===== config.mk =====
export PLATFORM = sky130hd
export DESIGN_NAME = lsu_ctrl
export DESIGN_NICKNAME = d
export VERILOG_FILES = /design/src/rtl/lsu_ctrl.sv
export SDC_FILE = /design/constraint.sdc
export NUM_CORES = 1
export LEC_CHECK = 0
export ABC_AREA = 1
export BUFFER_PORTS_ARGS = -buffer_cell sky130_fd_sc_hd__buf_2
export CORE_MARGIN = 2
export CORE_UTILIZATION = 30
export CTS_CLUSTER_SIZE = 10
export DETAILED_ROUTE_END_ITERATION = 7
export PLACE_DENSITY = 0.59
export SYNTH_ARGS = -nofsm -noshare
export SYNTH_HDL_FRONTEND = slang
export SYNTH_SLANG_ARGS = --single-unit

===== constraint.sdc =====
create_clock -name clk_i -period 5.7 [get_ports clk_i]
set_input_delay 0.285 -clock clk_i [delete_from_list [all_inputs] [get_ports clk_i]]
set_output_delay 0.285 -clock clk_i [all_outputs]
set_load 0.05 [all_outputs]

===== src/rtl/lsu_ctrl.sv =====
// Load/store control unit between execute and DMEM: issues aligned requests as one
// native access, splits misaligned half/word requests into byte accesses.
module lsu_ctrl #(
  parameter bit MISALIGN_EN = 1'b1
) (
  input  logic        clk_i,
  input  logic        rst_i,
  input  logic        req_valid_i,
  output logic        req_ready_o,
  input  logic        req_we_i,
  input  logic [2:0]  req_funct3_i,
  input  logic [13:0] req_addr_i,
  input  logic [31:0] req_wdata_i,
  output logic        rsp_valid_o,
  output logic [31:0] rsp_rdata_o,
  output logic        rsp_err_o,
  output logic        dm_rden_o,
  output logic        dm_wen_o,
  output logic [1:0]  dm_byte_sel_o,
  output logic        dm_sign_o,
  output logic [13:0] dm_addr_o,
  output logic [31:0] dm_din_o,
  input  logic [31:0] dm_dout_i
);

  typedef enum logic [1:0] {IDLE, ACCESS, WAIT, RESP} state_e;

  state_e      state_q, state_d;
  logic        hold_q;
  logic        we_q, we_d;
  logic [2:0]  f3_q, f3_d;
  logic [13:0] addr_q, addr_d;
  logic [31:0] wdata_q, wdata_d;
  logic        split_q, split_d;
  logic [1:0]  k_q, k_d;
  logic [31:0] asm_q, asm_d;
  logic [31:0] rdata_q, rdata_d;
  logic        err_q, err_d;

  logic        req_illegal, req_mis;
  logic [1:0]  last_k;
  logic [7:0]  byte_k;
  logic        ready, rsp_v, rden, wen, sign;
  logic [1:0]  bsel;
  logic [13:0] daddr;
  logic [31:0] din;

  function automatic logic [31:0] load_ext(input logic is_word, input logic zext,
                                           input logic [31:0] w);
    if (is_word)   return w;
    else if (zext) return {16'h0000, w[15:0]};
    else           return {{16{w[15]}}, w[15:0]};
  endfunction

  // Loads reject 011/110/111; stores accept only 000/001/010.
  assign req_illegal = req_we_i ? (req_funct3_i[2] | (req_funct3_i[1:0] == 2'b11))
                                : ((req_funct3_i[1:0] == 2'b11) | (req_funct3_i == 3'b110));
  assign req_mis = ((req_funct3_i[1:0] == 2'b01) & req_addr_i[0]) |
                   ((req_funct3_i[1:0] == 2'b10) & (|req_addr_i[1:0]));
  assign last_k  = f3_q[1] ? 2'd3 : 2'd1;
  assign byte_k  = wdata_q[{k_q, 3'b000} +: 8];

  always_comb begin
    state_d = state_q;
    we_d    = we_q;
    f3_d    = f3_q;
    addr_d  = addr_q;
    wdata_d = wdata_q;
    split_d = split_q;
    k_d     = k_q;
    asm_d   = asm_q;
    rdata_d = rdata_q;
    err_d   = err_q;
    ready   = 1'b0;
    rsp_v   = 1'b0;
    rden    = 1'b0;
    wen     = 1'b0;
    bsel    = 2'b00;
    sign    = 1'b0;
    daddr   = 14'd0;
    din     = 32'd0;
    case (state_q)
      IDLE: begin
        ready = ~hold_q;
        if (req_valid_i && !hold_q) begin
          we_d    = req_we_i;
          f3_d    = req_funct3_i;
          addr_d  = req_addr_i;
          wdata_d = req_wdata_i;
          split_d = req_mis;
          k_d     = 2'd0;
          asm_d   = 32'd0;
          err_d   = req_illegal | (req_mis & ~MISALIGN_EN);
          if (err_d) begin
            rdata_d = 32'd0;
            state_d = RESP;
          end else begin
            state_d = ACCESS;
          end
        end
      end
      ACCESS: begin
        rden = ~we_q;
        wen  = we_q;
        if (split_q) begin
          daddr = addr_q + {12'd0, k_q};
          sign  = 1'b1;
          din   = {24'd0, byte_k};
        end else begin
          daddr = addr_q;
          bsel  = f3_q[1:0];
          sign  = f3_q[2];
          din   = wdata_q;
        end
        if (!we_q) begin
          state_d = WAIT;
        end else if (split_q && (k_q != last_k)) begin
          k_d = k_q + 2'd1;
        end else begin
          rdata_d = 32'd0;
          state_d = RESP;
        end
      end
      WAIT: begin
        asm_d[{k_q, 3'b000} +: 8] = dm_dout_i[7:0];
        k_d = k_q + 2'd1;
        if (!split_q) begin
          rdata_d = dm_dout_i;
          state_d = RESP;
        end else if (k_q == last_k) begin
          rdata_d = load_ext(f3_q[1], f3_q[2], asm_d);
          state_d = RESP;
        end else begin
          state_d = ACCESS;
        end
      end
      RESP: begin
        rsp_v   = 1'b1;
        state_d = IDLE;
      end
      default: state_d = IDLE;
    endcase
  end

  // Reset forces every output low immediately so an in-flight split store stops writing.
  assign req_ready_o   = ready & ~rst_i;
  assign rsp_valid_o   = rsp_v & ~rst_i;
  assign rsp_err_o     = rsp_v & err_q & ~rst_i;
  assign rsp_rdata_o   = rst_i ? 32'd0 : rdata_q;
  assign dm_rden_o     = rden & ~rst_i;
  assign dm_wen_o      = wen & ~rst_i;
  assign dm_byte_sel_o = rst_i ? 2'b00 : bsel;
  assign dm_sign_o     = sign & ~rst_i;
  assign dm_addr_o     = rst_i ? 14'd0 : daddr;
  assign dm_din_o      = rst_i ? 32'd0 : din;

  always_ff @(posedge clk_i) begin
    if (rst_i) begin
      state_q <= IDLE;
      hold_q  <= 1'b1;
      k_q     <= 2'd0;
      err_q   <= 1'b0;
      rdata_q <= 32'd0;
    end else begin
      state_q <= state_d;
      hold_q  <= 1'b0;
      k_q     <= k_d;
      err_q   <= err_d;
      rdata_q <= rdata_d;
    end
  end

  always_ff @(posedge clk_i) begin
    we_q    <= we_d;
    f3_q    <= f3_d;
    addr_q  <= addr_d;
    wdata_q <= wdata_d;
    split_q <= split_d;
    asm_q   <= asm_d;
  end

endmodule


== Word-level counts from Yosys, hierarchy flattened ==
Index checks and enable logic that the tools add are counted.
Word-level totals
  bits in registers: 121
  output and inout bits: 86
  logic and storage cells: 102
Cells by class
  shifts and indexed selects: 3
  reduce and logical (&&, ||, !) cells: 12
  add/subtract/negate cells: 3
  eq/ne operators: 16
  multiplexer cells: 42
  bitwise operators: 15
Operators by type and width (number)
  $mux 32: 13
  $pmux 32 s3: 1
  $pmux 32 s2: 1
  $mux 14: 3
  $bwmux 32: 1
  $shift 8x7->32 const A: 1
  $shiftx 32x6->8: 1
  $shiftx 8x7->32: 1
  $mux 2: 13
  $add 14x2->14: 1
  $ne 2x2->1 const B: 5
  $and 1x1->1: 9
  $eq 2x2->1 const B: 4
  $mux 1: 8
  $pmux 2 s4: 1
  $neg 5->7: 1
  $ne 3x3->1 const B: 2
  $pmux 2 s3: 1
  $reduce_and 2->1: 3
  $reduce_and 6->1: 1
  $eq 2x1->1 const B: 2
  $reduce_and 4->1: 1
  $eq 3x3->1 const B: 1
  $not 1->1: 3
  10 further kinds: 13

== Logic depth before layout (Yosys ltp) ==
Gate-level depths: netlist of run 1.
  depth after elaboration: 8
  mapped depth: 13
  mapped depth without buffers: 11

== Worst setup path before layout of run 1 ==
OpenSTA, ideal clock, no wires.
  path kind: reg-to-reg
  from: register state_q[1]
  to: register err_q
  cell stages (with the launch flop): 7
  clock period less this slack: 4.887 ns
  path slack: 0.813 ns
  data arrival time: 4.802 ns
  path buffers: 0
  library setup time: 0.084 ns
  cell sequence: dfxtp_1 > inv_1 > ha_1 > inv_1 > nor3_1 > o21ai_0 > a21oi_1
On the way
  word-level cells in the longest chain between the ends: 2
Ends and longest elaborated chain
  from (decl): RTL line 28  | state_e state_q, state_d;
  from (signal assigned): RTL line 165  | state_q <= state_d;
  $logic_not 2->1: RTL line 82  | case (state_q)
  $reduce_and 2->1 (no line)
  to (signal assigned): RTL line 168  | err_q <= err_d;
  to (decl): RTL line 38  | logic err_q, err_d;
No other way between the ends.
A chain may end at the register's enable or synchronous reset.

== Final worst setup path of run 1 ==
  from: register k_q[0]
  to: output dm_addr_o[6]
On the way
  word-level cells in the longest chain between the ends: 4
Ends and longest elaborated chain
  from (decl): RTL line 35  | logic [1:0] k_q, k_d;
  from (signal assigned): RTL line 167  | k_q <= k_d;
  $add 14x2->14: RTL line 106  | daddr = addr_q + {12'd0, k_q};
  $mux 14: RTL line 105  | if (split_q) begin
  $mux 14: RTL line 82
  $mux 14: RTL line 154  | assign dm_addr_o = rst_i ? 14'd0 : daddr;
  to (decl): RTL line 21  | output logic [13:0] dm_addr_o,
No other way between the ends.

==> results.cfg, run 1 <==
[floorplan]
initial_core_util_pct = 30.5
fp.dieH_um = 153
dieArea_um2 = 23400
io_pins = 171
core_area_um2 = 21800
die_x_um = 153
fp-row-count = 54

[timing]
slew_violations = 0
period_needed_ns = 3.42
fin_ws_ns = 2.28
fin_hold_ws_ns = 0.0383
tightestPinTransition_ns = 0.979
period_share_pct = 60.1
setup_violations = 0
setup_tns_ns = 0
rsz0062_at_grt = no
max_freq_mhz = 292
hold_viol = 0
maxSlewHeadroom_pct = 34.6
skew_ns = 0.00749

[yosys]
avgSynthCellArea_um2 = 7.67
async_flop_share_pct = 0
synth_area_leaders = edfxtp_1 37%, nor2_1 12%, dfxtp_1 11%
synth_top_area_share_pct = 37.4
synth_edf_count = 83
synth_top_cells_by_count = 206 x nor2_1, 180 x nand2_1, 105 x inv_1, 83 x edfxtp_1, 44 x o21ai_0
synth.largest_area_cell = edfxtp_1
syn-cell-area_um2 = 6670
synthDistinctLibCells = 36
seq_area_frac_synth_pct = 48.8
yosys_warnings = 0
syn_nets = 968
synth_cells = 869
yosysMostFrequentCell = nor2_1
ys_ff_latch = 121
synth_top_flop_cell = edfxtp_1

[outcome]
status = finished clean

[critical_path]
worstSetupEndpointType = output pin
slowest_stage = dfxtp_1
reg2reg_depth = 9
crit_top_cell = nor2_1
max_stage_delay_ns = 0.96
cp_data_arrival_time_ns = 3.14
worstPathMaxFanout = 23
worst_ep_required_time_ns = 5.41
timing_worst_setup_path_type = flop to output pin
worstPathCellList = ha_1 > inv_1 > fa_1 > inv_1 > nand2_1 > nor2_1 > nand2_1 > nor2_1 > xnor2_1 > nor2_1 > buf_2
cp-start-kind = flop

[global_routing]
track_usage_pct = 16.5
antenna_found_initial = 1
grt_pass1_wl_um = 30600
grt_overflow = 0
grt_max_degree = 54
grt_pass1_vias = 5822

[cells_and_area]
finalNonFillerCells = 1316
postLayoutCellArea_um2 = 8280
fin_nets = 1122
final_layout_size_suffix_gt1_share_pct = 23.7
multiInputGateArea_um2 = 2790
regArea_um2 = 3250
layout-area-overhead-vs-synth_pct = 24.2
fill_cells = 2305
diodes = 0

[clocking]
ctsHoldBuffers = 0
cts-resized-gates = 0
clk_latency_ns = 0.42
cts_tree = yes
cts_setup_buffers = 0
htreeDepth = 4
clock_path_buffers = 2
path_clk_slew_ns = 0.06
cts.sinks = 121
clockRootBuffer = clkbuf_16
cts-buffers-inserted = 17

[placed_design]
gp_congestion = 0.794
io_buffers = 170
placed_area_um2 = 7690
place_hpwl_um = 14200
dp.cells = 1284
post-place-ws_ns = 2.50

[drt]
routed_via_density = 4.57
post_drt_wl_per_cell_um = 14.8
firstDrtPassIters = 5
vias = 6014
drt_iter0_drc = 374
ant_nets = 0
drt-total-wl_um = 19500
drcViolationCount = 0

[run]
drv_cap = 0

[hold_path]
min_path_type = input port to flop
worstHoldPathCells = 1

[power]
clkPwrFrac_pct = 28.6
p_int_mw = 2.25
p_comb_share_pct = 36.8
powerDensity_nw_per_um2 = 457
ir_drop_v = 0.000244
p_leak_nw = 3.74
pwr-share-seq_pct = 34.5
p_sw_share_pct = 40.5
switchingPower_mw = 1.53
-- cells by family after synthesis --
kind of cell	share of synthesized area (%)
buffers and inverters	9.55
adder cells (fa/ha/maj)	2.74
flip-flops	48.8
AO/OA/AOI/OAI	7.32
AND/OR/NAND/NOR	31.3
XOR/XNOR	0.263
-- flip-flops by register name, summed over array words and instances, names as in the netlist --
signal   cells
addr_q      14
asm_q       32
err_q        1
f3_q         3
hold_q       1
k_q          2
rdata_q     32
split_q      1
state_q      2
wdata_q     32
we_q         1
-- stage by stage --
stage / util [%] / power, mW
6_report: 37.9 / 3.78
5_1_grt: 37.9 / 4.03
4_1_cts: 37.9 / 3.82
3_5_place_dp: 35.2 / 2.73
3_3_place_gp: 35.2 / 2.71
2_1_floorplan: - / 2.40
-- worst max-delay path: cells and delay by family, from the launching register on --
kind,cells,cell delay (ns)
DFF,1,0.96
adders and majority gates,2,0.67
and+or+nand+nor,5,0.56
buffers and inverters,3,0.43
xor gates and xnor gates,1,0.09
-- area by class of cell --
type | count | share of cell area (%)
Multi-Input combinational cell | 598 | 33.7
Inverter | 110 | 5.00
Clock buffer | 19 | 5.23
Tap cell | 280 | 4.23
Timing Repair Buffer | 175 | 10.7
Sequential cell | 121 | 39.3
Clock inverter | 13 | 1.84
-- power groups by stage --
stage | Clock [mW] | Combinational [mW] | Sequential, mW
after global routing | 1.14 | 1.56 | 1.33
after global placement | 0 | 1.40 | 1.32
after CTS | 1.10 | 1.41 | 1.31
after floorplan | 0 | 1.11 | 1.29
after detailed placement | 0 | 1.40 | 1.32
final | 1.08 | 1.39 | 1.31
-- placed cells by master, fill, tap and decap left out, types with 2 or more instances in the layout --
master and n:
or2_2 18, a21oi_2 3, clkinvlp_4 3, o21a_1 2
clkbuf_16 17, nor2_2 4, buf_4 5, inv_1 105
nand4_1 26, nand2_2 5, dfxtp_1 38, clkbuf_1 2
nand3_2 2, edfxtp_1 83, buf_2 170, nor3_1 3
o211ai_1 2, o21ai_0 44, a21oi_1 21, nor2_1 206
nand3_1 40, clkinv_2 4, bufinv_16 3, inv_2 3
nand2_1 180, o21ai_1 18, ha_1 13, clkinv_1 3
-- metal layers --
| layer | up-vias | global-route usage, % | share of wire, % |
|---|---|---|---|
| met2 | 193 | 26.9 | 47 |
| li1 | 3087 | - | - |
| met5 | - | 0 | 0.082 |
| met3 | 26 | 5.19 | 7.2 |
| met4 | 2 | 5.25 | 1.7 |
| met1 | 2706 | 20.9 | 44 |
-- final timing paths --
path | slack [ns] | to | startpoint
max | 2.28 | dm_addr_o[6] | k_q[0]
min | 0.04 | addr_q[5] | req_addr_i[5]
max reg2reg | 2.48 | rdata_q[16] | k_q[0]
min reg2reg | 0.51 | rdata_q[21] | rdata_q[21]
Note: power is estimated with default switching activity, not from simulation.
==> inputs of run 2 (changes only) <==
==> constraint.sdc (replaced) <==
create_clock -name clk_i -period 3.45 [get_ports clk_i]
set_input_delay 0.1725 -clock clk_i [delete_from_list [all_inputs] [get_ports clk_i]]
set_output_delay 0.1725 -clock clk_i [all_outputs]
set_load 0.05 [all_outputs]
==> run 2 against run 1 <==
Clock skew up 0.00099 ns. Sequential cell count unchanged. Sequential power up 63%. Core utilization up 2.3 points. Worst hold slack better by 0.051 ns. Total power up 64%. First-iteration DRC count up 39%. Cell count up 4.2%. Global-route usage up 0.90 points. Clock-buffer cell count up 3. Die area unchanged. Register-to-register slack worse by 1.6 ns.
==> results.cfg, run 2 (synthesized netlist as in run 1, its figures left out) <==
[outcome]
status = finished clean

[clocking]
clock_path_buffers = 2
cts-buffers-inserted = 17
clockRootBuffer = clkbuf_16
clk_latency_ns = 0.42
cts_setup_buffers = 0
path_clk_slew_ns = 0.06
htreeDepth = 4
cts.sinks = 121
cts_tree = yes

[timing]
tightestPinTransition_ns = 1.03
skew_ns = 0.00848
maxSlewHeadroom_pct = 31.5
rsz0062_at_grt = no
period_share_pct = 86.7
slew_violations = 0
setup_violations = 0
setup_tns_ns = 0
hold_viol = 0
max_freq_mhz = 334
period_needed_ns = 2.99

[critical_path]
timing_worst_setup_path_type = flop to output pin
reg2reg_depth = 9
worstPathMaxFanout = 15
cp-start-kind = flop
worstPathCellList = ha_1 > inv_1 > fa_1 > inv_1 > nand2_1 > nor2_1 > nand2_1 > nor2_1 > a21oi_1 > o21a_1 > buf_2
worst_ep_required_time_ns = 3.28
crit_start = k_q[0]
cp_data_arrival_time_ns = 2.82
worstSetupEndpointType = output pin
slowest_stage = dfxtp_1
r2r_end = rdata_q[26]
cpLargestDelayFamily = flip-flops
r2r_slack_ns = 0.91
critPathBufInv = 3
r2r_start = k_q[0]
max_stage_delay_ns = 0.68

[global_routing]
antenna_found_initial = 0
grt_overflow = 0
grt_pass1_wl_um = 32500
track_usage_pct = 17.4
grt_max_degree = 54
grt_pass1_vias = 6297

[cells_and_area]
layout-area-overhead-vs-synth_pct = 31.6
diodes = 0
fill_cells = 2260
finalNonFillerCells = 1371
layout_common_cells = 206 x nor2_1, 180 x nand2_1, 170 x buf_2
mostFrequentLayoutCell = nor2_1
final_layout_size_suffix_gt1_share_pct = 23.1
fin_nets = 1177
largestRegisters = asm_q: 32 flops, rdata_q: 32 flops, wdata_q: 32 flops

[drt]
vias = 6243
ant_nets = 0
drt-total-wl_um = 20200
routed_via_density = 4.55
firstDrtPassIters = 7
drt_iter0_drc = 521
post_drt_wl_per_cell_um = 14.7
drcViolationCount = 0

[floorplan]
fp.dieH_um = 153
die_x_um = 153
dieArea_um2 = 23400
core_area_um2 = 21800
fp-row-count = 54
io_pins = 171
initial_core_util_pct = 30.5

[placed_design]
place_hpwl_um = 14100
dp.cells = 1289
gp_congestion = 0.824
io_buffers = 170

[hold_path]
worstHoldPathCells = 5
min_path_type = input port to flop
hold_end = rdata_q[9]
hold_start = dm_dout_i[9]

[power]
ir_drop_v = 0.000406
powerDensity_nw_per_um2 = 707
p_leak_nw = 3.97

[run]
drv_cap = 0
[run 2: timing repair]
action | CTS | global route
gates resized for setup | 0 | 0
endpoints found under the hold margin | 50 | 0
endpoints found under the setup margin | 0 | 0
hold buffers | 50 | 0
[run 2: power by group]
group | total, mW | switching (mW) | internal (mW)
registers | 2.14 | 0.136 | 2.00
clock network | 1.65 | 0.669 | 0.980
logic | 2.42 | 1.77 | 0.651
[run 2: worst max path at each step]
stage	cells after the start	endpoint	slack, ns
2_1_floorplan	4	addr_q[0]	0.20
3_3_place_gp	11	dm_addr_o[12]	0.95
3_5_place_dp	11	dm_addr_o[12]	0.91
4_1_cts	11	dm_addr_o[12]	0.45
5_1_grt	11	dm_addr_o[12]	0.21
6_report	11	dm_addr_o[12]	0.46
[run 2: per-stage QoR]
step	util [%]	worst slack (ns)	area (µm²)	total power, mW	hold slack, ns
after detailed placement	35.4	0.910	7730	4.54	0.351
final	40.2	0.457	8780	6.20	0.0889
after global routing	40.2	0.210	8780	6.64	0.127
after global placement	35.4	0.951	7730	4.52	0.349
after CTS	40.2	0.453	8780	6.26	0.0786
after floorplan	-	0.200	6670	3.96	0.200
[run 2: routing by layer]
metal	track usage [%]	wire (µm)
met5	0	0
met4	5.78	480
met3	5.19	1320
met2	29.5	9700
met1	21.2	8720
[run 2: worst register-to-register path, stage by stage, from the launching register on]
cell and delay, ns:
dfxtp_1 0.68, inv_1 0.26, ha_1 0.42, clkinv_2 0.21
nand3_1 0.15, o21bai_2 0.18, nand2_1 0.08, nand2_2 0.26
nor2_1 0.10, o21ai_1 0.13
[run 2: layout make-up]
cell class	instances	area (µm²)	share of cell area (%)
Multi-Input combinational cell	598	2790	31.8
Clock inverter	10	65.1	0.741
Timing Repair Buffer	230	1430	16.3
Clock buffer	22	475	5.42
Inverter	110	414	4.72
Sequential cell	121	3250	37.1
Tap cell	280	350	3.99
==> inputs of run 3 (changes only) <==
--- a/config.mk
+++ b/config.mk
@@ -7,11 +7,13 @@
 export LEC_CHECK = 0
 export ABC_AREA = 1
 export BUFFER_PORTS_ARGS = -buffer_cell sky130_fd_sc_hd__buf_2
+export CELL_PAD_IN_SITES_DETAIL_PLACEMENT = 1
+export CELL_PAD_IN_SITES_GLOBAL_PLACEMENT = 2
 export CORE_MARGIN = 2
 export CORE_UTILIZATION = 30
 export CTS_CLUSTER_SIZE = 10
 export DETAILED_ROUTE_END_ITERATION = 7
-export PLACE_DENSITY = 0.59
+export PLACE_DENSITY = 0.89
 export SYNTH_ARGS = -nofsm -noshare
 export SYNTH_HDL_FRONTEND = slang
 export SYNTH_SLANG_ARGS = --single-unit
==> run 3 against run 2 <==
First-iteration DRC count shrank 31%. Critical endpoint is now dm_addr_o[6]. Worst hold slack lost 0.032 ns. Highest routed layer unchanged. Combinational power grew 3%. Clock-buffer cell count shrank 5. Core utilization grew 0.49 points. Largest power group unchanged. Sequential power is essentially flat. Routed wire length grew 9.7%. Sequential share of layout area shrank 0.45 points. Final area grew 1.2%. Clock power grew 16%. Via count grew 3.3%. Global-route usage grew 1.7 points.
==> results.cfg, run 3 (synthesized netlist as in run 1, its figures left out) <==
[global_routing]
track_usage_pct = 19.1
antenna_found_initial = 1
grt_pass1_vias = 6562
grt_overflow = 0
grt_max_degree = 46
grt_pass1_wl_um = 35500

[timing]
setup_violations = 0
period_share_pct = 80.7
skew_ns = 0.0147
setup_tns_ns = 0
maxSlewHeadroom_pct = 48.4
max_freq_mhz = 359
hold_viol = 0
slew_violations = 0
tightestPinTransition_ns = 0.772
period_needed_ns = 2.79
rsz0062_at_grt = no

[floorplan]
fp.dieH_um = 153
core_area_um2 = 21800
io_pins = 171
fp-row-count = 54
die_x_um = 153
initial_core_util_pct = 30.5
dieArea_um2 = 23400

[drt]
vias = 6447
ant_nets = 0
post_drt_wl_per_cell_um = 16.1
drt-total-wl_um = 22200
routed_via_density = 4.69
drcViolationCount = 0
drt_iter0_drc = 361
firstDrtPassIters = 4

[cells_and_area]
fin_nets = 1179
layout_common_cells = 206 x nor2_1, 180 x nand2_1, 170 x buf_2
final_core_util_pct = 40.7
mostFrequentLayoutCell = nor2_1
postLayoutCellArea_um2 = 8880
fill_cells = 2711
multiInputGateArea_um2 = 2790
largestRegisters = asm_q: 32 flops, rdata_q: 32 flops, wdata_q: 32 flops
layout-area-overhead-vs-synth_pct = 33.3
final_layout_size_suffix_gt1_share_pct = 23.5
regArea_um2 = 3250

[clocking]
clock_path_buffers = 2
htreeDepth = 4
cts.sinks = 121
clk_latency_ns = 0.43
cts-buffers-inserted = 17
clockRootBuffer = clkbuf_16
cts_tree = yes
cts-resized-gates = 0
path_clk_slew_ns = 0.06

[critical_path]
slowest_stage = dfxtp_1
cpLargestDelayFamily = adder cells
r2r_slack_ns = 1.04
worstSetupEndpointType = output pin
cp-start-kind = flop
worstPathCellList = ha_1 > inv_1 > fa_1 > inv_1 > nand2_1 > nor2_1 > nand2_1 > nor2_1 > xnor2_1 > nor2_1 > buf_2
timing_worst_setup_path_type = flop to output pin
cp_data_arrival_time_ns = 2.61
max_stage_delay_ns = 0.56
worst_ep_required_time_ns = 3.28
critPathBufInv = 3
worstPathMaxFanout = 11
crit_top_cell = nor2_1

[hold_path]
min_path_type = input port to flop

[placed_design]
gp_congestion = 0.812
io_buffers = 170
placed_area_um2 = 7760
place_hpwl_um = 15400

[outcome]
status = finished clean

[run]
drv_cap = 0

[power]
ir_drop_v = 0.000403
p_leak_nw = 4.01
powerDensity_nw_per_um2 = 737
-- run 3: cell count changes in the layout (fill, tap and decap cells not counted), sizes merged --
cell and change:
clkbuf -5, diode +1, clkinv +2, bufinv +3, buf +2
-- run 3: layout make-up --
type                       instances  share of cell area, %
antenna                            1                 0.0282
clock buffer                      17                   4.79
clock inverter                    15                   2.17
inverter                         110                   4.66
multi-input combinational        598                   31.4
sequential                       121                   36.6
tap                              280                   3.94
timing repair buffer             232                   16.4
-- run 3: stage by stage --
stage	power [mW]	setup slack, ns	hold slack, ns	cells
6_report	6.55	0.665	0.0566	1374
5_1_grt	6.95	0.430	0.0855	1374
4_1_cts	6.61	0.620	0.0515	1373
3_5_place_dp	4.62	0.985	0.351	1291
3_3_place_gp	4.56	1.11	0.350	1291
2_1_floorplan	3.96	0.200	0.200	869
-- run 3: final timing paths --
check / cells past startpoint / start / to
worst max register to register: 10 / k_q[0] / rdata_q[31]
worst max-delay path: 11 / k_q[0] / dm_addr_o[6]
worst min-delay path: 5 / dm_dout_i[13] / rdata_q[13]
worst min register to register: 4 / rdata_q[13] / rdata_q[13]
-- run 3: worst min-delay path, cell delays in order --
cell     delay (ns)
buf_2          0.07
nand2_1        0.04
o21ai_0        0.06
nand3_1        0.06
nand2_1        0.05
-- run 3: power breakdown --
part | total (mW) | switching, mW | internal [mW]
Clock | 1.91 | 0.755 | 1.15
Sequential | 2.14 | 0.144 | 2.00
Combinational | 2.50 | 1.83 | 0.662
-- run 3: routing by layer --
layer | up-vias | routed length (µm) | track usage, %
li1 | 3203 | - | -
met1 | 3072 | 9950 | 24.7
met2 | 140 | 11000 | 32.3
met3 | 32 | 807 | 3.91
met4 | 0 | 429 | 5.69
met5 | - | 0 | 0
-- run 3: timing repair --
action,CTS,global route
buffers inserted,0,0
endpoints found under the hold margin,50,0
hold buffers,50,0
endpoints found under the setup margin,0,0
